$ cat src/rtl/core_out_uart.sv
// core_out_uart: watches the core result bus, queues every new value in a
// small FIFO and streams each one off-chip as two 8N1 UART bytes:
// {4'hA, 2'b00, d[9:8]} followed by d[7:0].
`timescale 1ns/1ps

module core_out_uart #(
    parameter int DATA_W       = 10,
    parameter int CLKS_PER_BIT = 16,
    parameter int FIFO_DEPTH   = 4
) (
    input  logic                               clk,
    input  logic                               reset,
    input  logic [DATA_W-1:0]                  out_in,
    output logic                               tx,
    output logic                               busy,
    output logic                               overflow,
    output logic [$clog2(FIFO_DEPTH+1)-1:0]    fifo_count
);

    localparam int CNT_W  = $clog2(FIFO_DEPTH + 1);
    localparam int PTR_W  = (FIFO_DEPTH > 1) ? $clog2(FIFO_DEPTH) : 1;
    localparam int BAUD_W = $clog2(CLKS_PER_BIT);

    typedef enum logic [1:0] {
        IDLE  = 2'd0,
        START = 2'd1,
        DATA  = 2'd2,
        STOP  = 2'd3
    } state_t;

    // Change detector and FIFO handshake
    logic [DATA_W-1:0] last_q;
    logic [DATA_W-1:0] mem [FIFO_DEPTH];
    logic [PTR_W-1:0]  wr_ptr;
    logic [PTR_W-1:0]  rd_ptr;
    logic [DATA_W-1:0] head;
    logic              push;
    logic              pop;
    logic              accept;

    // Serializer state and datapath (current / next)
    state_t            state, state_d;
    logic              tx_q, tx_d;
    logic [7:0]        sh_q, sh_d;
    logic [7:0]        hold_q, hold_d;
    logic [BAUD_W-1:0] baud_q, baud_d;
    logic [2:0]        bit_q, bit_d;
    logic              sel_q, sel_d;
    logic              baud_last;

    assign push      = (out_in != last_q);
    assign pop       = (state == IDLE) && (fifo_count != '0);
    // A full FIFO still accepts when the head leaves in the same cycle.
    assign accept    = push && ((fifo_count != CNT_W'(FIFO_DEPTH)) || pop);
    assign head      = mem[rd_ptr];
    assign baud_last = (baud_q == BAUD_W'(CLKS_PER_BIT - 1));

    assign tx   = tx_q;
    assign busy = (fifo_count != '0) || (state != IDLE);

    // Track the last seen bus value; every difference is a push request.
    always_ff @(posedge clk or negedge reset) begin
        if (!reset) begin
            last_q <= '0;
        end else if (push) begin
            // NOTE: non-blocking so every flop samples pre-edge values.
            last_q <= out_in;
        end
    end

    // FIFO storage writes.
    // NOTE: the data array has no reset; count and pointers define validity.
    always_ff @(posedge clk) begin
        if (accept) begin
            mem[wr_ptr] <= out_in;
        end
    end

    // FIFO pointers, occupancy and sticky overflow flag.
    always_ff @(posedge clk or negedge reset) begin
        if (!reset) begin
            wr_ptr     <= '0;
            rd_ptr     <= '0;
            fifo_count <= '0;
            overflow   <= 1'b0;
        end else begin
            if (accept) begin
                wr_ptr <= (wr_ptr == PTR_W'(FIFO_DEPTH - 1)) ? '0 : wr_ptr + 1'b1;
            end
            if (pop) begin
                rd_ptr <= (rd_ptr == PTR_W'(FIFO_DEPTH - 1)) ? '0 : rd_ptr + 1'b1;
            end
            case ({accept, pop})
                2'b10:   fifo_count <= fifo_count + 1'b1;
                2'b01:   fifo_count <= fifo_count - 1'b1;
                default: fifo_count <= fifo_count;
            endcase
            if (push && !accept) begin
                overflow <= 1'b1;
            end
        end
    end

    // Serializer registers; tx comes straight from a flop.
    always_ff @(posedge clk or negedge reset) begin
        if (!reset) begin
            state  <= IDLE;
            tx_q   <= 1'b1;
            sh_q   <= '0;
            hold_q <= '0;
            baud_q <= '0;
            bit_q  <= '0;
            sel_q  <= 1'b0;
        end else begin
            state  <= state_d;
            tx_q   <= tx_d;
            sh_q   <= sh_d;
            hold_q <= hold_d;
            baud_q <= baud_d;
            bit_q  <= bit_d;
            sel_q  <= sel_d;
        end
    end

    // Serializer next state: bit timing, shifting and byte sequencing.
    always_comb begin
        // NOTE: defaults first so no path leaves a signal unassigned (no latches).
        state_d = state;
        tx_d    = tx_q;
        sh_d    = sh_q;
        hold_d  = hold_q;
        baud_d  = baud_q;
        bit_d   = bit_q;
        sel_d   = sel_q;
        case (state)
            IDLE: begin
                tx_d = 1'b1;
                if (fifo_count != '0) begin
                    hold_d  = head[7:0];
                    sh_d    = {4'hA, 2'b00, head[9:8]};
                    sel_d   = 1'b0;
                    tx_d    = 1'b0;
                    baud_d  = '0;
                    state_d = START;
                end
            end
            START: begin
                if (baud_last) begin
                    baud_d  = '0;
                    tx_d    = sh_q[0];
                    sh_d    = sh_q >> 1;
                    bit_d   = '0;
                    state_d = DATA;
                end else begin
                    baud_d = baud_q + 1'b1;
                end
            end
            DATA: begin
                if (baud_last) begin
                    baud_d = '0;
                    if (bit_q == 3'd7) begin
                        tx_d    = 1'b1;
                        state_d = STOP;
                    end else begin
                        tx_d  = sh_q[0];
                        sh_d  = sh_q >> 1;
                        bit_d = bit_q + 1'b1;
                    end
                end else begin
                    baud_d = baud_q + 1'b1;
                end
            end
            STOP: begin
                if (baud_last) begin
                    baud_d = '0;
                    if (!sel_q) begin
                        // Second byte starts right after the first stop bit.
                        sh_d    = hold_q;
                        sel_d   = 1'b1;
                        tx_d    = 1'b0;
                        state_d = START;
                    end else begin
                        state_d = IDLE;
                    end
                end else begin
                    baud_d = baud_q + 1'b1;
                end
            end
            default: state_d = IDLE;
        endcase
    end

endmodule

$ cat config.mk
export PLATFORM = sky130hd
export DESIGN_NAME = core_out_uart
export DESIGN_NICKNAME = d
export VERILOG_FILES = /design/src/rtl/core_out_uart.sv
export SDC_FILE = /design/constraint.sdc
export NUM_CORES = 1
export LEC_CHECK = 0
export ABC_CLOCK_PERIOD_IN_PS = 5230
export BUFFER_PORTS_ARGS = -buffer_cell sky130_fd_sc_hd__buf_2
export CORE_UTILIZATION = 55
export DETAILED_ROUTE_END_ITERATION = 7
export PLACE_DENSITY_LB_ADDON = 0.3
export SYNTH_ARGS = -nofsm -noshare
export SYNTH_HDL_FRONTEND = slang
export SYNTH_SLANG_ARGS = --single-unit
$ cat constraint.sdc
create_clock -name clk -period 5.23 [get_ports clk]
set_clock_uncertainty 0.2 [all_clocks]
set_input_delay 0.2615 -clock clk [delete_from_list [all_inputs] [get_ports clk]]
set_output_delay 0.2615 -clock clk [all_outputs]
set_load 0.02 [all_outputs]
=== Word level (Yosys, flattened, before mapping) ===
Memory sizes are Yosys's and may differ from the RTL's.
Cells that the tools add are included.
W data, S select, Z words.

* Register bits after elaboration: 45
* Memories kept: 1
* RAM bits: 40
* Output and inout port bits: 6
* Logic and storage cells: 92
* Input bits: 12

{| class="wikitable"
|+ Memories
! memory !! depth !! bits a word !! read ports !! clocked after Yosys merged registers in !! write ports !! RTL line !! source
|-
| mem || 4 || 10 || 1 || 0 || 1 || 33 || <nowiki>logic [DATA_W-1:0] mem [FIFO_DEPTH];</nowiki>
|}

* Reduce and logical (&&, ||, !) cells: 19
* Muxes and demuxes: 36
* Equal/unequal tests: 18
* Add/sub/neg operators: 6

{| class="wikitable"
|+ Operators by type and width
! operator !! number
|-
| $mux W8 || 6
|-
| $pmux W8 S4 || 1
|-
| $mux W2 || 7
|-
| $ne A2 B2 Y1 const B || 6
|-
| $pmux W3 S2 || 2
|-
| $mux W1 || 11
|-
| $eq A2 B2 Y1 const B || 5
|-
| $ne A10 B10 Y1 || 1
|-
| $mux W3 || 3
|-
| $mux W4 || 2
|-
| $pmux W2 S4 || 1
|-
| $pmux W4 S2 || 1
|-
| $reduce_and A4 Y1 || 2
|-
| $reduce_bool A2 Y1 || 4
|-
| $add A3 B1 Y3 const B || 2
|-
| $reduce_and A6 Y1 || 1
|-
| $reduce_and A5 Y1 || 1
|-
| $add A2 B1 Y2 const B || 2
|-
| $add A4 B1 Y4 const B || 1
|-
| $eq A2 B1 Y1 const B || 2
|-
| $eq A4 B4 Y1 const B || 1
|-
| $pmux W1 S4 || 1
|-
| $eq A3 B3 Y1 const B || 1
|-
| $logic_and A1 B1 Y1 || 3
|-
| 11 further kinds || 12
|}

=== Depth between registers and ports, before layout ===
Gate-level depths: netlist of the first run.

* Depth in word-level cells: 6
* Gate-level depth with buffers: 12

=== Worst setup path after synthesis of the first run ===
OpenSTA, ideal clock, no wires.

* Path kind: reg2reg
* From: reg fifo_count[1]
* To: reg fifo_count[1]
* Path slack: 2.679 ns
* Library setup time: 0.086 ns
* Stages on the path, launching flop included: 11
* Arrival time: 2.265 ns
* Buffers on the path: 2
* Data required time: 4.944 ns
* Period minus slack after synthesis: 2.551 ns
* Cell sequence: dfrtp_1 nor3_1 nand2b_1 buf_2 buf_2 nor2_1 fa_1 nor2_1 o32ai_1 o311ai_1 nor3_1

* Cells in the longest elaborated chain, start to end: 6

{| class="wikitable"
|+ Ends and longest elaborated chain
! what !! RTL line !! source
|-
| from (decl) || 17 || <nowiki>output logic [$clog2(FIFO_DEPTH+1)-1:0] fifo_count</nowiki>
|-
| from (signal assigned) || 94 || <nowiki>2'b10: fifo_count <= fifo_count + 1'b1;</nowiki>
|-
| from (signal assigned) || 95 || <nowiki>2'b01: fifo_count <= fifo_count - 1'b1;</nowiki>
|-
| from (signal assigned) || 96 || <nowiki>default: fifo_count <= fifo_count;</nowiki>
|-
| $reduce_bool A3 Y1 || 52 || <nowiki>assign pop = (state == IDLE) && (fifo_count != '0);</nowiki>
|-
| $logic_and A1 B1 Y1 || 52 ||
|-
| $logic_or A1 B1 Y1 || 54 || <nowiki>assign accept = push && ((fifo_count != CNT_W'(FIFO_DEPTH)) || pop);</nowiki>
|-
| $logic_and A1 B1 Y1 || 54 ||
|-
| $eq A2 B1 Y1 / $eq A2 B2 Y1 (equally long branches) || 93 || <nowiki>case ({accept, pop})</nowiki>
|-
| $pmux W3 S2 / $reduce_bool A2 Y1 (equally long branches) || -- ||
|}

Several ways; a longest one is shown, not always the timed one.
A chain may end at the register's enable or synchronous reset.

=== Final worst setup path of the first run ===
* From: reg state[0]
* To: reg fifo_count[1]

* Cells in the longest elaborated chain, start to end: 6

{| class="wikitable"
|+ Ends and longest elaborated chain
! what !! RTL line !! source
|-
| from (decl) || 42 || <nowiki>state_t state, state_d;</nowiki>
|-
| from (signal assigned) || 115 || <nowiki>state <= state_d;</nowiki>
|-
| $logic_not A2 Y1 * || 52 ||
|-
| $logic_and A1 B1 Y1 * || 52 ||
|-
| $logic_or A1 B1 Y1 || 54 ||
|-
| $logic_and A1 B1 Y1 || 54 ||
|-
| $eq A2 B1 Y1 / $eq A2 B2 Y1 (equally long branches) || 93 ||
|-
| $pmux W3 S2 / $reduce_bool A2 Y1 (equally long branches) || -- ||
|}

Every way passes the cells marked *; elsewhere a longest branch is shown, timed or not.

==> key figures, run 1 <==
Route
  – DRT iter0 DRCs: 105
  – Vias: 2077
  – DRT Pass-1 Iters: 6
  – Routed wire length: 6185 um
  – WL/cell: 16.58 um
  – # DRC: 0
  – Final ANT Viol Nets: 0
  – Drt via density: 5.568

Global route
  – First-pass GRT wire length: 10610 um
  – Initial antenna violation count: 0
  – Total congestion overflow: 0
  – Tot GR Track Use: 19.58%
  – Largest net degree at the start of global routing: 46
  – Vias in the first global route: 2118

Clocking
  – TritonCTS clock tree: yes
  – Clk_lat worst skew: 0.35 ns
  – Num CTS Buffers: 9
  – Worst-path clk slew: 0.08 ns
  – Postcts setup bufs: 0
  – Max clock buf depth: 2
  – Htree depth: 3
  – CTS Root Cell: clkbuf_8
  – Clock tree sinks: 85

Yosys
  – Synth unique cells: 45
  – Cells after Synth: 273
  – Cell Area, Synth: 3766 um2
  – #FFs+latches synth: 85
  – Synth Area per Inst: 13.80 um2
  – Ys async rst share: 52.94%
  – Sequential fraction of the synthesis area: 61.83%
  – Post-synth EDFFs: 40
  – Yosys warns: 0
  – Net Count, Synth: 298
  – Main synth FF type: dfrtp_1

Finish
  – Final core utilization: 64.34%
  – Ant. Diodes: 0
  – Non-Filler Instances: 373
  – Most common cell after layout, fill and taps aside: dfrtp_1
  – Storage element area: 2328 um2
  – Post-route cell area: 4179 um2
  – # fillers: 477
  – Area Overhead vs Synth: 10.96%
  – Fraction of layout cells with a size suffix above 1: 21.28%
  – Area of the multi-input gates: 1315 um2
  – Commonest cells after routing, fill and taps aside: dfrtp_1, edfxtp_1, nand2_1
  – Nets: 316

Floorplan
  – Floorplan core area: 6495 um2
  – Die area: 7183 um2
  – Row count: 29
  – Die Y: 84.75 um
  – Die width: 84.75 um
  – IO Count: 18
  – Initial Util: 57.98%

Timing
  – Worst-Margin Slew: 1.010 ns
  – Pins over their slew limit: 0
  – Slew HR: 32.69%
  – RSZ-0062 raised after global routing: no
  – Final hold vios: 0
  – Fmax: 0.3293 GHz
  – # setup viols final: 0
  – Final hold slack: 0.2808 ns
  – Fin crit share: 58.07%
  – Post-route minimum period: 3.037 ns
  – Setup TNS: 0 ns

Critical path
  – CP arrival: 3.07 ns
  – Required @ worst endpoint: 5.26 ns
  – Critical path type: flop to flop
  – Reg2reg start: state[0]
  – Setup crit start: state[0]
  – Crit Path Max Fanout: 19
  – Crit-path slowest cell: ha_1
  – Crit path capture type: flop
  – Internal reg-to-reg setup slack: 2.19 ns
  – Crit path cell chain: inv_1 -> ha_1 -> nand2b_1 -> nor2_1 -> fa_1 -> nor2_1 -> o32ai_1 -> o311ai_1 -> nor3_1
  – Critical Path Start Type: flop
  – Max incr delay on CP: 0.55 ns
  – Most frequent cell on the critical path: nor2_1

Place
  – GP Congestion: 0.7517
  – Number of buffers added on ports: 17
  – Placed cell count: 346
  – Detailed Place HPWL: 4071 um
  – DP Area: 3847 um2

Power
  – Peak supply drop: 0.0002993 V
  – Leakage: 1.637 nW
  – Power per cell area: 603.4 nW/um2

Hold path
  – Worst hold-check path type: flop to flop
  – Hold Crit Start: overflow

Flow run
  – Max-Cap Viols: 0

Run status
  – Status: finished, final reports clean
layer usage:
layer  part of all wire (%)  track usage [%]  vias to the layer above
met3                    2.5            5.015                        5
met2                     49            31.26                       35
met5                      0                0                        -
li1                       -                -                     1040
met4                   0.78            6.009                        0
met1                     48            26.74                      997
registers in the layout, summed over array words and instances (netlist names):
| name | flops |
|---|---|
| last_q | 10 |
| hold_q | 8 |
| overflow | 1 |
| fifo_count | 3 |
| rd_ptr | 2 |
| mem | 40 |
| tx | 1 |
| baud_q | 4 |
| bit_q | 3 |
| sel_q | 1 |
| state | 2 |
| sh_q | 8 |
| wr_ptr | 2 |
repair_timing:
action / CTS / global route
setup endpoints to repair: 0 / 0
resized for setup: 0 / 0
hold endpoints to repair: 90 / 0
hold buffers: 11 / 0
cell usage after synthesis (2+ instances only):
library cell | number | area [um2]
buf_6 | 2 | 22.52
o31ai_1 | 6 | 45.04
nand2b_1 | 3 | 18.77
nor3_1 | 5 | 25.02
o311ai_1 | 2 | 17.52
a221oi_1 | 3 | 26.28
nand2_1 | 19 | 71.32
nor2_1 | 16 | 60.06
a22o_1 | 7 | 61.31
o21ai_1 | 5 | 25.02
and2_2 | 4 | 30.03
nand4_2 | 2 | 25.02
o21ai_0 | 9 | 45.04
ha_1 | 12 | 150.1
nand3_1 | 3 | 15.01
mux4_2 | 10 | 225.2
a31oi_1 | 2 | 12.51
clkbuf_1 | 14 | 52.55
and2_1 | 2 | 12.51
a22oi_1 | 4 | 30.03
and3_1 | 2 | 12.51
xnor2_1 | 11 | 96.34
a21oi_1 | 8 | 40.04
buf_2 | 5 | 25.02
inv_1 | 6 | 22.52
mux2_2 | 10 | 112.6
edfxtp_1 | 40 | 1201
dfrtp_1 | 44 | 1101
where the power goes:
part | leakage (nW) | total (W) | internal (W) | switching [W]
Combinational | 0.610 | 0.000890 | 0.000405 | 0.000486
Clock | 0.107 | 0.000508 | 0.000273 | 0.000235
Sequential | 0.919 | 0.00112 | 0.000963 | 0.000160
path summary, 6_finish.rpt:
| check | endpoint | cells after the start |
|---|---|---|
| min | overflow | 1 |
| max in group asynchronous | hold_q[7] | 2 |
| max | fifo_count[1] | 9 |
| min in group asynchronous | bit_q[1] | 2 |
| min reg2reg | overflow | 1 |
| max reg2reg | fifo_count[1] | 9 |
cells by family after synthesis:
family | after synthesis | share of synthesized area (%)
buf+inv | 27 | 3.256
mux | 20 | 8.970
simple gates | 62 | 8.472
compound gates | 53 | 9.734
flops | 85 | 61.83
fa+ha+maj | 13 | 4.518
xor+xnor | 13 | 3.223
stage by stage:
step	setup slack (ns)	power, W
floorplan	2.679	0.001833
global placement	2.321	0.001990
detailed placement	2.210	0.002031
CTS	2.177	0.002549
global route	1.918	0.002703
finish	2.193	0.002521
worst max-delay path: cells and delay by family (launching register included):
kind	cells	cell delay (ns)
flops	1	0.44
fa+ha+maj	2	1.03
simple gates	4	0.95
buf+inv	1	0.10
compound gates	2	0.18
layout make-up:
cell class                      instances  area share (%)
Timing Repair Buffer                   28           4.671
Clock inverter                          6           2.246
Inverter                                6          0.5389
Multi-Input combinational cell        161           31.47
Clock buffer                           10           3.054
Sequential cell                        85           55.72
Tap cell                               77           2.305
Note: power is estimated with default switching activity, not from simulation.
==> run 2, diff against run 1 <==
ABC_AREA = 1   (was unset)
ABC_CLOCK_PERIOD_IN_PS = 3100   (was 5230)
clock period = 3.1 ns   (was 5.23 ns; I/O delays follow)
==> run 2 against run 1 <==
Compared with the run above:
- worst setup slack got worse by 1.5 ns
- first-iteration DRC count rose by 42%
- wire length rose by 5.6%
- largest power group unchanged
- synthesized area rose by 0.27%
- die area rose by 0.26%
- sequential cell count did not move
- sequential power rose by 62%
- register-to-register slack got worse by 1.5 ns
- cell area rose by 0.81%
- non-clock buffer count rose by 6
==> key figures, run 2 <==
Run status
  – Status: finished, final reports clean

Timing
  – Worst-Margin Slew: 1.047 ns (+0.03768 ns)
  – Fmax: 0.4108 GHz (+25%)
  – Post-route minimum period: 2.434 ns (-0.6027 ns)
  – Setup TNS: 0 ns (unchanged)
  – Fin crit share: 78.52% (+20 points)
  – Pins over their slew limit: 0 (unchanged)
  – Final hold vios: 0 (unchanged)
  – Slew HR: 30.18% (-2.5 points)
  – RSZ-0062 raised after global routing: no
  – # setup viols final: 0 (unchanged)

Yosys
  – Post-synth EDFFs: 40 (unchanged)
  – Net Count, Synth: 389 (+31%)
  – Top post-synthesis cells by area: edfxtp_1, dfrtp_1, o21ai_0, nand2_1, inv_1
  – Most common cell in the synthesized netlist: nand2_1
  – Synth cell count leaders: nand2_1, o21ai_0, dfrtp_1, inv_1, edfxtp_1
  – Cell Area, Synth: 3776 um2 (+0.27%)
  – Synth area leader: edfxtp_1
  – Sequential fraction of the synthesis area: 61.66% (-0.16 points)
  – #FFs+latches synth: 85 (unchanged)
  – Yosys warns: 0 (unchanged)
  – Synth unique cells: 35 (-22%)
  – Cells after Synth: 364 (+33%)
  – Main synth FF type: dfrtp_1
  – Synth Area per Inst: 10.37 um2 (-25%)
  – Ys async rst share: 52.94% (unchanged)
  – Synth top area share: 31.81% (-0.085 points)

Route
  – WL/cell: 13.87 um (-16%)
  – Final ANT Viol Nets: 0 (unchanged)
  – DRT Pass-1 Iters: 4 (-2)
  – Vias: 2444 (+18%)
  – Routed wire length: 6533 um (+5.6%)
  – # DRC: 0 (unchanged)
  – DRT iter0 DRCs: 149 (+42%)
  – Drt via density: 5.189 (-6.8%)

Finish
  – Most common cell after layout, fill and taps aside: nand2_1
  – Largest register FFs: 40 (unchanged)
  – Area Overhead vs Synth: 11.56%
  – Reg with most FFs: mem
  – Fraction of layout cells with a size suffix above 1: 14.21% (-7.1 points)
  – Ant. Diodes: 0 (unchanged)
  – Post-route cell area: 4213 um2 (+0.81%)
  – Nets: 414 (+31%)
  – Commonest cells after routing, fill and taps aside: nand2_1, o21ai_0, inv_1, dfrtp_1, edfxtp_1
  – Top flop regs: mem x40, last_q x10

Clocking
  – Clock tree sinks: 85 (unchanged)
  – CTS Hold Bufs: 11 (unchanged)
  – Clk_lat worst skew: 0.35 ns (about the same)
  – Worst-path clk slew: 0.09 ns (about the same)
  – CTS Root Cell: clkbuf_8
  – Num CTS Buffers: 9 (unchanged)
  – Htree depth: 3 (unchanged)
  – # resized after CTS: 0 (unchanged)
  – Postcts setup bufs: 0 (unchanged)
  – TritonCTS clock tree: yes
  – Max clock buf depth: 2 (unchanged)

Global route
  – Met2 Use GR: 35.48% (+4.2 points)
  – Total congestion overflow: 0 (unchanged)
  – Most Crowded Layer GR: met2
  – First-pass GRT wire length: 11650 um (+9.9%)
  – Met1 Use GR: 27.19% (+0.45 points)
  – GR Util met3: 3.210% (-1.8 points)
  – Largest net degree at the start of global routing: 46 (unchanged)
  – Tot GR Track Use: 21.28% (+1.7 points)
  – Initial antenna violation count: 0 (unchanged)
  – Vias in the first global route: 2590 (+22%)

Floorplan
  – Initial Util: 58.14% (+0.15 points)
  – IO Count: 18 (unchanged)
  – Floorplan core area: 6495 um2 (unchanged)
  – Row count: 29 (unchanged)
  – Die area: 7201 um2 (+0.26%)
  – Die width: 84.86 um (+0.13%)
  – Die Y: 84.86 um (+0.13%)

Critical path
  – R2r worst-path depth: 9 (unchanged)
  – Critical path type: flop to flop
  – Critical Path Start Type: flop
  – Required @ worst endpoint: 3.14 ns (-2.12 ns)
  – Crit Path Max Fanout: 9 (-10)
  – Internal reg-to-reg setup slack: 0.67 ns (-1.53 ns)
  – Reg2reg start: state[1]
  – Crit path capture type: flop
  – RR Endpoint: fifo_count[1]
  – Setup crit start: state[1]
  – CP arrival: 2.48 ns (-0.59 ns)

Place
  – Number of buffers added on ports: 17 (unchanged)
  – DP Area: 3911 um2 (+1.7%)
  – GP Congestion: 0.7316 (-2.7%)
  – Detailed Place HPWL: 4365 um (+7.2%)

Hold path
  – Hold Crit Start: overflow
  – Worst hold-check path type: flop to flop
  – Hold Crit Endpoint: overflow
  – Worst hold stages: 1 (unchanged)

Power
  – Power per cell area: 998.8 nW/um2 (+66%)
  – Peak supply drop: 0.0005689 V (+90%)
  – Leakage: 1.844 nW (+13%)

Flow run
  – Max-Cap Viols: 0 (unchanged)
run 2: cell count changes in the layout (fill, tap and decap cells not counted), sizes merged, moves of 7 or more:
| cell | delta |
|---|---|
| a22o | -7 |
| and2 | -7 |
| inv | +40 |
| mux2 | -10 |
| mux4 | -10 |
| nand2 | +42 |
| nor2 | +21 |
| o21ai | +34 |
| o22ai | +18 |
| xnor2 | -7 |
run 2: where the power goes:
part	switching [W]	internal [W]	total, W
Combinational	0.00109	0.000573	0.00167
Clock	0.000406	0.000327	0.000732
Sequential	0.000180	0.00163	0.00181
run 2: cell families (layout without fill, tap and decap cells):
kind of cell             Yosys count  after routing  synth area share, %
AO/OA/AOI/OAI                     81             81                12.59
XOR/XNOR                           8              8                1.856
adder cells (fa/ha/maj)           13             13                4.506
buffers and inverters             67             97                7.123
flip-flops                        85             85                61.66
AND/OR/NAND/NOR                  110            110                12.26
run 2: cell type report:
class | instances | area (um2)
Fill cell | 510 | 2282
Clock buffer | 10 | 137.6
Tap cell | 77 | 96.34
Multi-Input combinational cell | 212 | 1179
Timing Repair Buffer | 34 | 240.2
Clock inverter | 6 | 53.80
Inverter | 47 | 177.7
Sequential cell | 85 | 2328
run 2: worst max path at each step:
stage | to | slack, ns
final | fifo_count[1] | 0.67
after CTS | fifo_count[1] | 0.68
after floorplan | mem[0][0] | 1.01
after global placement | fifo_count[1] | 0.80
after detailed placement | fifo_count[1] | 0.68
after global routing | fifo_count[1] | 0.48
run 2: metrics by stage:
| stage | hold slack, ns | std cells | total power, W | setup slack, ns | util (%) |
|---|---|---|---|---|---|
| after floorplan | -0.3406 | 364 | 0.003088 | 1.011 | - |
| after global placement | 0.1314 | 444 | 0.003428 | 0.8020 | 60.22 |
| after detailed placement | 0.1421 | 444 | 0.003494 | 0.6822 | 60.22 |
| final | 0.2836 | 471 | 0.004208 | 0.6657 | 64.86 |
| after global routing | 0.3093 | 471 | 0.004583 | 0.4750 | 64.86 |
| after CTS | 0.2845 | 471 | 0.004250 | 0.6814 | 64.86 |
run 2: critical path, cell delays in order, from the launching register on:
cell	delay, ns
dfrtp_1	0.44
inv_1	0.11
ha_1	0.39
inv_2	0.15
a21oi_2	0.16
nand4_1	0.21
inv_1	0.13
fa_1	0.42
nand2_1	0.08
nand2_1	0.04
run 2: layer usage:
layer  vias to the layer above  wire [um]
li1                       1259          -
met1                      1126       3007
met2                        46       3212
met3                        13        171
met4                         0        141
met5                         -          0
